$ cat config.mk
export PLATFORM = sky130hd
export DESIGN_NAME = game_sequencer
export DESIGN_NICKNAME = d
export VERILOG_FILES = /design/src/rtl/game_pkg.sv /design/src/rtl/game_sequencer_rise_detect.sv /design/src/rtl/game_sequencer.sv
export SDC_FILE = /design/constraint.sdc
export NUM_CORES = 1
export LEC_CHECK = 0
export CAP_MARGIN = 20
export CELL_PAD_IN_SITES_DETAIL_PLACEMENT = 0
export CELL_PAD_IN_SITES_GLOBAL_PLACEMENT = 1
export CORE_MARGIN = 3
export CORE_UTILIZATION = 52
export DETAILED_ROUTE_END_ITERATION = 10
export DONT_BUFFER_PORTS = 1
export HOLD_SLACK_MARGIN = 0.06
export PLACE_DENSITY = 0.9
export SLEW_MARGIN = 20
export SYNTH_ARGS = -nofsm -noshare
export SYNTH_HDL_FRONTEND = slang
export SYNTH_SLANG_ARGS = --single-unit
$ cat constraint.sdc
create_clock -name clk -period 4.2 [get_ports clk]
set_clock_uncertainty 0.1 [all_clocks]
set_input_delay 0.42 -clock clk [delete_from_list [all_inputs] [get_ports clk]]
set_output_delay 0.42 -clock clk [all_outputs]
set_load 0.02 [all_outputs]
$ cat src/rtl/game_pkg.sv
// Shared types and widths for the game flow controller.
package game_pkg;

  typedef enum logic [1:0] {
    IDLE  = 2'd0,
    COUNT = 2'd1,
    PLAY  = 2'd2,
    OVER  = 2'd3
  } state_t;

  localparam int unsigned LEVEL_W = 3;
  localparam int unsigned CNT_W   = 8;

endpackage

$ cat src/rtl/game_sequencer_rise_detect.sv
// Rising-edge detector: one-cycle pulse when d goes 0 -> 1 between samples.
module rise_detect (
  input  logic clk,
  input  logic rst_n,
  input  logic d,
  output logic rise
);

  logic d_q;

  // Remember the previous sample of d.
  always_ff @(posedge clk or negedge rst_n) begin
    if (!rst_n) d_q <= 1'b0;
    else        d_q <= d;
  end

  assign rise = d & ~d_q;

endmodule

$ cat src/rtl/game_sequencer.sv
// Game flow controller: menu -> countdown -> play -> game-over sequencing,
// motion gating and saturating speed level.
module game_sequencer
  import game_pkg::*;
#(
  parameter int unsigned COUNTDOWN_FRAMES = 60,
  parameter int unsigned GAMEOVER_FRAMES  = 120,
  parameter int unsigned LEVEL_STEP       = 10,
  parameter int unsigned MAX_LEVEL        = 7
) (
  input  logic               clk,
  input  logic               reset,
  input  logic               start,
  input  logic               frame_tick,
  input  logic               dead,
  input  logic               score_tick,
  output logic               status,
  output logic               play_en,
  output logic [1:0]         countdown,
  output logic [LEVEL_W-1:0] speed_level,
  output logic               level_up,
  output logic               game_over
);

  localparam logic [CNT_W-1:0]   CD_LAST   = CNT_W'(COUNTDOWN_FRAMES - 1);
  localparam logic [CNT_W-1:0]   GO_LAST   = CNT_W'(GAMEOVER_FRAMES - 1);
  localparam logic [CNT_W-1:0]   STEP_LAST = CNT_W'(LEVEL_STEP - 1);
  localparam logic [LEVEL_W-1:0] LVL_MAX   = LEVEL_W'(MAX_LEVEL);

  state_t           state;
  logic [1:0]       digit;
  logic [CNT_W-1:0] frame_cnt;
  logic [CNT_W-1:0] score_cnt;
  logic             start_rise;

  rise_detect u_start_rise (
    .clk   (clk),
    .rst_n (reset),
    .d     (start),
    .rise  (start_rise)
  );

  // Phase sequencing, frame/score counters and speed level.
  always_ff @(posedge clk or negedge reset) begin
    if (!reset) begin
      state       <= IDLE;
      digit       <= '0;
      frame_cnt   <= '0;
      score_cnt   <= '0;
      speed_level <= '0;
      level_up    <= 1'b0;
    end else begin
      level_up <= 1'b0;
      case (state)
        IDLE: begin
          if (start_rise) begin
            state       <= COUNT;
            digit       <= 2'd3;
            frame_cnt   <= '0;
            score_cnt   <= '0;
            speed_level <= '0;
          end
        end
        COUNT: begin
          if (frame_tick) begin
            if (frame_cnt == CD_LAST) begin
              frame_cnt <= '0;
              if (digit == 2'd1) begin
                state <= PLAY;
                digit <= '0;
              end else begin
                digit <= digit - 2'd1;
              end
            end else begin
              frame_cnt <= frame_cnt + CNT_W'(1);
            end
          end
        end
        PLAY: begin
          // Collision takes priority; a simultaneous score event is dropped.
          if (dead) begin
            state     <= OVER;
            frame_cnt <= '0;
          end else if (score_tick) begin
            if (score_cnt == STEP_LAST) begin
              score_cnt <= '0;
              if (speed_level != LVL_MAX) begin
                speed_level <= speed_level + LEVEL_W'(1);
                level_up    <= 1'b1;
              end
            end else begin
              score_cnt <= score_cnt + CNT_W'(1);
            end
          end
        end
        OVER: begin
          if (frame_tick) begin
            if (frame_cnt == GO_LAST) begin
              state     <= IDLE;
              frame_cnt <= '0;
            end else begin
              frame_cnt <= frame_cnt + CNT_W'(1);
            end
          end
        end
        default: state <= IDLE;
      endcase
    end
  end

  // Moore decode of the registered phase.
  always_comb begin
    status    = (state == PLAY);
    play_en   = (state == PLAY);
    game_over = (state == OVER);
    countdown = (state == COUNT) ? digit : 2'd0;
  end

endmodule

# Word level (Yosys, flattened, before mapping)
# Cells that the tools add are included.
# classes
reduce_logical,8
n_bitwise,2
add_sub_neg,4
eq_ne,19
muxes,36
# ops
op,n
$mux W8,9
$pmux W8 S4,1
$mux W2,12
$add A8 B1 Y8 const B,2
$ne A2 B2 Y1 const B,8
$pmux W8 S2,1
$mux W3,5
$reduce_and A4 Y1,3
$eq A8 B4 Y1 const B,1
$eq A8 B6 Y1 const B,1
$eq A8 B7 Y1 const B,1
$pmux W2 S4,1
$reduce_and A7 Y1,1
$ne A2 B1 Y1 const B,3
$pmux W3 S2,1
$reduce_and A6 Y1,1
$mux W1,5
$eq A2 B1 Y1 const B,2
$eq A2 B2 Y1 const B,2
$pmux W2 S2,1
$reduce_bool A2 Y1,2
$add A3 B1 Y3 const B,1
$ne A3 B3 Y1 const B,1
$logic_not A2 Y1,1
other kinds (3),3
# word_totals
register_bits,25
in_bits,6
out_inout_bits,9
wordCells,76

# Depth between registers and ports, before layout
# Gate-level depths: netlist (run 1).
# logic_depth
depth_word,6
depth_mapped,8
ltp_nobuf,7

# Hierarchy
# From an unflattened synthesis (run 1), not the netlist that was laid out.
# unflattened
hier_cells,156
hier_area_um2,1595.3
# modules_own_cells
mod,n_inst,seq_area_each_um2,cells_each,area_each_um2
game_sequencer,1,600.6,154,1556.5
rise_detect,1,25.0,2,38.8

# Worst setup path before layout (run 1)
# No wires, ideal clock.
# synth_timing
path_kind,reg-to-reg
from,register state[0]
to,register score_cnt[3]
synth_period_minus_slack_ps,2197
path_buffers,1
setup_slack_ps,2003
required_time_ps,4035
t_arrival_ps,2032
setup_time_ps,65
path_stages_with_launch,9
path_cell_list,dfrtp_1 -> inv_1 -> ha_1 -> inv_1 -> a31o_2 -> or2_1 -> buf_2 -> or3b_1 -> nand2_1
# synth_between
elab_chain_cells,3
elab_cells_between_ends,8
cone_classes,eq/ne (4); mux (1); reduce/logical (3)
# synth_lines
element,line_no,source
"start, declared",game_sequencer.sv:30,state_t state;
"start signal, assigned",game_sequencer.sv:46,state <= IDLE;
"start signal, assigned",game_sequencer.sv:57,state <= COUNT;
"start signal, assigned",game_sequencer.sv:69,state <= PLAY;
$eq A2 B2 Y1 *,--,
via play_en,game_sequencer.sv:18,"output logic play_en,"
$ne A2 B2 Y1 (no line) or $reduce_bool A2 Y1 (tied branches),--,
$reduce_and A4 Y1 (no line),--,
"end signal, assigned",game_sequencer.sv:92,score_cnt <= score_cnt + CNT_W'(1);
"end, declared",game_sequencer.sv:33,logic [CNT_W-1:0] score_cnt;
# Mark *: on every way through the listed nets, which the timed path passes. The rest lies on a longest branch.
# A chain may end at the register's enable or synchronous reset.

# Final worst setup path (run 1)
# layout_timing
from,register state[0]
to,register score_cnt[5]
# The elaborated chain is that of the path after synthesis.

==> results of run 1 <==
[cell type report]
class / instances / share of cell area [%]
Clock buffer: 4 / 1.65
Sequential cell: 25 / 39.4
Tap cell: 30 / 2.36
Multi-Input combinational cell: 119 / 52.2
Inverter: 8 / 1.89
Timing Repair Buffer: 3 / 2.52
[per-stage QoR]
| stage | worst slack [ns] | instances | hold slack [ns] | utilization [%] |
|---|---|---|---|---|
| 5_1_grt | 1.37 | 189 | 0.185 | 60.8 |
| 6_report | 1.53 | 189 | 0.170 | 60.8 |
| 3_5_place_dp | 1.58 | 182 | 0.0251 | 58.2 |
| 2_1_floorplan | 2.00 | 155 | 0.0244 | - |
| 4_1_cts | 1.54 | 189 | 0.160 | 60.8 |
| 3_3_place_gp | 1.69 | 182 | 0.0251 | 58.2 |
[registers in the layout (all words and copies together), names as in the netlist]
register	count
u_start_rise.d_q	1
score_cnt	8
state	2
speed_level	3
level_up	1
frame_cnt	8
digit	2
[worst max path at each step]
stage              endpoint  slack (ns)  cells after the start
3_5_place_dp   score_cnt[5]        1.58                      7
3_3_place_gp   score_cnt[5]        1.69                      7
4_1_cts        score_cnt[5]        1.54                      7
5_1_grt        frame_cnt[2]        1.37                      6
2_1_floorplan  score_cnt[3]        2.00                      8
6_report       score_cnt[5]        1.53                      7
[cell families after synthesis]
family                     after synthesis
and+or+nand+nor                         66
AOI/OAI and AO/OA                       36
DFF                                     25
buffers and inverters                   11
adders and majority gates               11
muxes                                    6
[cell usage after synthesis (3+ instances only)]
cell	n
nand3_1	5
dfrtp_1	25
and3_1	5
nor2_1	13
mux2i_1	3
ha_1	11
nand2_1	16
nand2b_1	5
inv_1	8
o21ai_0	17
a22o_1	6
nor3_1	3
[cell usage in the layout, fill, tap and decap left out, types with 2 or more instances in the layout]
cell type | Yosys | layout
nor2_1 | 13 | 13
and3_1 | 5 | 5
or3b_1 | 2 | 2
nor2b_1 | 2 | 2
dfrtp_1 | 25 | 25
mux2i_1 | 3 | 3
dlygate4sd3_1 | 0 | 2
a21oi_1 | 2 | 2
nand3_1 | 5 | 5
a21o_1 | 2 | 2
mux2_2 | 2 | 2
nand2b_1 | 5 | 5
a2bb2oi_1 | 2 | 2
nand2_1 | 16 | 16
and2_1 | 2 | 2
clkbuf_4 | 0 | 3
ha_1 | 11 | 11
a22o_1 | 6 | 6
o21ai_0 | 17 | 17
inv_1 | 8 | 8
nor3_1 | 3 | 3
[worst max-delay path, stage by stage, from the launching register on]
cell      delay, ns
dfrtp_1        0.43
inv_1          0.13
ha_1           0.60
nand3b_1       0.20
a22o_1         0.36
or2_1          0.34
or3b_1         0.39
nand2_1        0.07
[where the power goes]
group          leakage [nW]  switching, mW  internal [mW]
Combinational         0.453         0.0286         0.0339
Clock                0.0150         0.0694         0.0372
Sequential            0.279         0.0317          0.264
Total                 0.747          0.130          0.335
[what timing repair did]
item	in CTS	in global routing
hold buffers	3	0
hold endpoints to repair	26	0
gates resized for setup	0	0
[per-layer routing]
| metal | vias up | global-route usage, % |
|---|---|---|
| met5 | - | 0 |
| li1 | 559 | - |
| met2 | 23 | 29.2 |
| met4 | 0 | 1.58 |
| met3 | 0 | 4.54 |
| met1 | 522 | 24.9 |
==> flow_summary_export.csv, run 1 <==
group,metric,value,unit
detailed_routing,wl_met3,126,um
synthesis,ys_seq_area_share,41.7,%
critical_path,crit_required,4.37,ns
detailed_routing,drcViolationCount,0,
clock_network,cts_buffers,3,
placement,gp_congestion,0.797,
global_routing,grt_max_degree,26,
synthesis,synth.area.mux_share,4.50,%
synthesis,yosys.area.top_type,"dfrtp_1",
timing,rsz0062_at_grt,"no",
floorplan,die_x,59.7,um
detailed_routing,top_layer,"met3",
floorplan,io_pins,15,
min_path,worstHoldEndpoint,"level_up",
timing,timing.final.crit_share,63.5,%
critical_path,end_kind,"flop",
synthesis,syn_avg_cell_area,9.68,um2
flow_run,max_cap_viol_count,0,
global_routing,track_usage,17.9,%
synthesis,synth-xor-area-share,0,%
detailed_routing,via_per_inst,5.84,
detailed_routing,first_pass_iters,5,
placement,hpwlAfterDp,1990,um
synthesis,async_reset_ff_share,100,%
synthesis,syn-cell-area,0.00150,mm2
final_layout,nFillCells,218,
global_routing,grt_pass1_vias,1128,
floorplan,rows,18,
detailed_routing,ant_nets,0,
min_path,min_path_cells,2,
clock_network,cts_tree,"yes",
pwr,power.leakage,0.747,nW
critical_path,r2r_slack,1.53,ns
clock_network,cts-root-buf,"clkbuf_4",
synthesis,synth_edf_count,0,
global_routing,grt_overflow,0,
clock_network,clockBufferDepth,2,
critical_path,crit_type,"flop to flop",
pwr,p_per_area,293,mW/mm2
synthesis,synth_top_family_by_area,"simple AND/OR/NAND/NOR gates",
synthesis,synthFlopType,"dfrtp_1",
final_layout,multi_input_area,828,um2
synthesis,syn-num-nets,172,
clock_network,path_clk_slew,0.13,ns
pwr,ir_worst_vdd,279,uV
final_layout,antennaDiodeCount,0,
placement,post_dp_cell_area,0.00152,mm2
floorplan,core_area,0.00261,mm2
critical_path,crit_start,"state[0]",
global_routing,grt_pass1_wl,5010,um
floorplan,dieArea,0.00357,mm2
final_layout,layout-drive-gt1-share,10.1,%
critical_path,reg2reg_from,"state[0]",
synthesis,synth.area.top_cells,"dfrtp_1 (42%), ha_1 (9.2%), o21ai_0 (5.7%), nand2_1 (4.0%), a22o_1 (3.5%)",
timing,relSlewSlack,55.0,%
synthesis,synth_top_area_share,41.7,%
clock_network,postCtsSetupRepairBufs,0,
synthesis,ys_ff_latch,25,
critical_path,rr_endpoint,"score_cnt[5]",
detailed_routing,wire_per_inst,14.5,um
timing,max_freq,375,MHz
synthesis,synthSimpleGateAreaFrac,24.9,%
final_layout,design_area,0.00159,mm2
min_path,hold_class,"input pin to flop",
timing,setup_tns,0,ns
placement,portBuffers,0,
floorplan,start_util,57.4,%
timing,min_period,2.67,ns
clock_network,cts_htree_levels,1,
critical_path,ff2ff_path_depth,7,
detailed_routing,routed_wl,2750,um
final_layout,regArea,626,um2
outcome,outcome,"completed",
synthesis,synth-compound-area-share,16.7,%
synthesis,synth_cell_types,43,
critical_path,critPathMaxFanout,11,
synthesis,yosysWarnings,0,
timing,drv_slew,0,
synthesis,synthCells,155,
clock_network,cts_sinks,25,
global_routing,antenna_found_initial,0,
synthesis,synthAdderAreaFrac,9.17,%
final_layout,area_delta_synth_final,5.84,%
min_path,min_from,"score_tick",
clock_network,clock_latency,0.32,ns
detailed_routing,first_iter_violations,47,
final_layout,fin_nets,177,
critical_path,crit_arrival,2.84,ns
detailed_routing,vias,1104,
timing,finalHoldViolations,0,
detailed_routing,met1_length,1350,um
critical_path,startpoint_type,"flop",
floorplan,dieHeight,59.7,um
timing,setup_viol,0,
pwr,finalPower,0.465,mW
timing,tightest_slew,0.669,ns
detailed_routing,dr_wl_met2,1270,um
Note: power is estimated with default switching activity, not from simulation.
==> run 2, diff against run 1 <==
--- a/config.mk
+++ b/config.mk
@@ -5,15 +5,16 @@
 export SDC_FILE = /design/constraint.sdc
 export NUM_CORES = 1
 export LEC_CHECK = 0
+export ABC_AREA = 1
 export CAP_MARGIN = 20
 export CELL_PAD_IN_SITES_DETAIL_PLACEMENT = 0
 export CELL_PAD_IN_SITES_GLOBAL_PLACEMENT = 1
 export CORE_MARGIN = 3
-export CORE_UTILIZATION = 52
+export CORE_UTILIZATION = 42
 export DETAILED_ROUTE_END_ITERATION = 10
 export DONT_BUFFER_PORTS = 1
 export HOLD_SLACK_MARGIN = 0.06
-export PLACE_DENSITY = 0.9
+export PLACE_DENSITY = 0.82
 export SLEW_MARGIN = 20
 export SYNTH_ARGS = -nofsm -noshare
 export SYNTH_HDL_FRONTEND = slang
==> constraint.sdc (replaced) <==
create_clock -name clk -period 2.4 [get_ports clk]
set_clock_uncertainty 0.1 [all_clocks]
set_input_delay 0.24 -clock clk [delete_from_list [all_inputs] [get_ports clk]]
set_output_delay 0.24 -clock clk [all_outputs]
set_load 0.02 [all_outputs]
==> flow_summary_export.csv, run 2 <==
group,metric,value,unit
outcome,outcome,"completed",
floorplan,start_util,44.4,%
pwr,internal-power,0.936,mW
synthesis,synth.area.top_cells,"dfrtp_1 (38%), nand2_1 (14%), ha_1 (8.3%), inv_1 (5.4%), nor2_1 (4.5%)",
detailed_routing,drcViolationCount,0,
critical_path,crit_type,"flop to flop",
global_routing,grt_pass1_wl,5270,um
synthesis,synth_cell_types,32,
critical_path,crit_required,2.51,ns
clock_network,cts-root-buf,"clkbuf_8",
synthesis,async_reset_ff_share,100,%
floorplan,dieHeight,68.9,um
critical_path,critPathMaxFanout,8,
synthesis,synth-compound-area-share,10.0,%
final_layout,layout-drive-gt1-share,13.6,%
detailed_routing,first_pass_iters,4,
clock_network,clock_latency,0.27,ns
timing,finalHoldViolations,0,
global_routing,top_usage_layer,"met2",
global_routing,grt_max_degree,26,
timing,setup_tns,0,ns
clock_network,postCtsSetupRepairBufs,0,
final_layout,final_util,47.7,%
synthesis,yosys.area.top_type,"dfrtp_1",
critical_path,crit_arrival,1.98,ns
detailed_routing,first_iter_violations,65,
placement,portBuffers,0,
synthesis,yosysWarnings,0,
global_routing,grt_overflow,0,
timing,rsz0062_at_grt,"no",
timing,hold_slack,0.0816,ns
global_routing,use_met1,19.6,%
pwr,power.leakage,0.864,nW
min_path,hold_class,"input pin to flop",
timing,tightest_slew,0.468,ns
detailed_routing,ant_nets,0,
clock_network,hold_buffers,3,
final_layout,design_area,0.00179,mm2
critical_path,end_kind,"flop",
synthesis,ys_ff_latch,25,
detailed_routing,wire_per_inst,12.2,um
flow_run,max_cap_viol_count,0,
synthesis,synth_edf_count,0,
global_routing,grt_pass1_vias,1130,
synthesis,synthSimpleGateAreaFrac,34.6,%
critical_path,path_cells,"inv_1 > ha_1 > inv_1 > or2_2 > nand4_1 > nand2_1 > nand2_1",
global_routing,track_usage,14.9,%
pwr,sw_frac_of_total,47.9,%
pwr,ir_worst_vdd,441,uV
timing,relSlewSlack,68.8,%
placement,post_dp_cell_area,0.00170,mm2
global_routing,use_met2,25.8,%
critical_path,startpoint_type,"flop",
synthesis,synthFlopType,"dfrtp_1",
synthesis,syn-cell-area,0.00166,mm2
floorplan,die_x,68.9,um
placement,gp_congestion,0.839,
pwr,p_per_area,1010,mW/mm2
synthesis,synth.most_common_cell,"nand2_1",
floorplan,dieArea,0.00474,mm2
clock_network,cts_htree_levels,1,
synthesis,synth_common_cells,"nand2_1 (64), dfrtp_1 (25), inv_1 (24)",
timing,drv_slew,0,
final_layout,antennaDiodeCount,0,
critical_path,critPathSlowestCell,"dfrtp_1",
final_layout,stdcell_count,269,
final_layout,reg_top3,"frame_cnt x8, score_cnt x8, speed_level x3",
synthesis,syn-num-nets,233,
synthesis,synth_top_area_share,37.7,%
timing,timing.final.crit_share,78.1,%
timing,max_freq,533,MHz
final_layout,area_delta_synth_final,7.61,%
final_layout,fin_nets,239,
clock_network,clockBufferDepth,2,
global_routing,gr-usage-met3,2.43,%
synthesis,synth.area.mux_share,0,%
pwr,comb_power_share,51.7,%
critical_path,max_stage_delay,0.43,ns
pwr,power.switching,0.860,mW
clock_network,cts_tree,"yes",
synthesis,synth_top_family_by_area,"simple AND/OR/NAND/NOR gates",
synthesis,ys_seq_area_share,37.7,%
placement,hpwlAfterDp,2500,um
clock_network,cts_buffers,3,
final_layout,final_common_cell,"nand2_1",
synthesis,syn_avg_cell_area,7.69,um2
pwr,clkPwrFrac,14.3,%
timing,min_period,1.87,ns
synthesis,synthAdderAreaFrac,8.29,%
timing,setup_viol,0,
global_routing,antenna_found_initial,0,
synthesis,synth-xor-area-share,1.06,%
clock_network,cts_resized,0,
detailed_routing,routed_wl,3280,um
clock_network,cts_sinks,25,
pwr,p_seq_share,34.1,%
floorplan,io_pins,15,
detailed_routing,vias,1284,
clock_network,path_clk_slew,0.10,ns
floorplan,rows,22,
placement,dp_cells,262,
floorplan,core_area,0.00374,mm2
final_layout,final_cell_mix,"nand2_1 (64), dfrtp_1 (25), inv_1 (24)",
detailed_routing,via_per_inst,4.77,
synthesis,synthCells,216,
## run 2: cell types whose count changed after synthesis, moves of 6 or more
| cell | change |
|---|---|
| nand2_1 | +48 |
| inv_1 | +16 |
| nand3_1 | +9 |
| o21ai_0 | -9 |
| nor2_1 | +7 |
| a22o_1 | -6 |
| nand4_1 | +6 |
## run 2: through the flow
stage | setup slack (ns) | power, mW
after floorplan | 0.642 | 1.39
after global placement | 0.503 | 1.55
after detailed placement | 0.531 | 1.55
after CTS | 0.509 | 1.82
after global routing | 0.327 | 1.97
final | 0.525 | 1.80
## run 2: final timing paths
path	from	to	slack, ns	cells past startpoint
setup reg to reg	state[1]	state[0]	0.53	7
max in group asynchronous	reset	frame_cnt[5]	1.75	2
hold / removal	score_tick	level_up	0.08	2
hold reg to reg	digit[1]	digit[1]	0.42	2
min in group asynchronous	reset	frame_cnt[3]	0.28	2
setup / recovery	state[1]	state[0]	0.53	7
## run 2: layer usage
metal | vias to the layer above | share of wire (%)
met5 | - | 0
met3 | 4 | 2.5
met4 | 0 | 0.88
met2 | 9 | 49
li1 | 698 | -
met1 | 573 | 48
## run 2: kinds of logic after synthesis
logic type | Yosys count
xor+xnor | 2
fa+ha+maj | 11
flops | 25
buf+inv | 31
simple gates | 122
compound gates | 25
## run 2: area by class of cell
| type | instances | area (um2) |
|---|---|---|
| clock buffers | 3 | 41.3 |
| inverters | 27 | 104 |
| repair buffers | 5 | 55.1 |
| flip-flops and latches | 25 | 626 |
| fillers | 406 | 1960 |
| well taps | 48 | 60.1 |
| clock inverters | 1 | 5.00 |
| multi-input cells | 160 | 896 |
## run 2: power by group through the flow
stage / clock network (mW) / logic [mW] / registers [mW]
final: 0.256 / 0.928 / 0.612
after floorplan: 0 / 0.792 / 0.600
after detailed placement: 0 / 0.926 / 0.620
after global routing: 0.280 / 1.06 / 0.628
after CTS: 0.264 / 0.945 / 0.612
after global placement: 0 / 0.932 / 0.621
## run 2: worst max-delay path: cells and delay by family, from the launching register on
kind / cells / cell delay [ns]
and+or+nand+nor: 4 / 0.58
adders and majority gates: 1 / 0.41
buffers and inverters: 2 / 0.30
DFF: 1 / 0.43
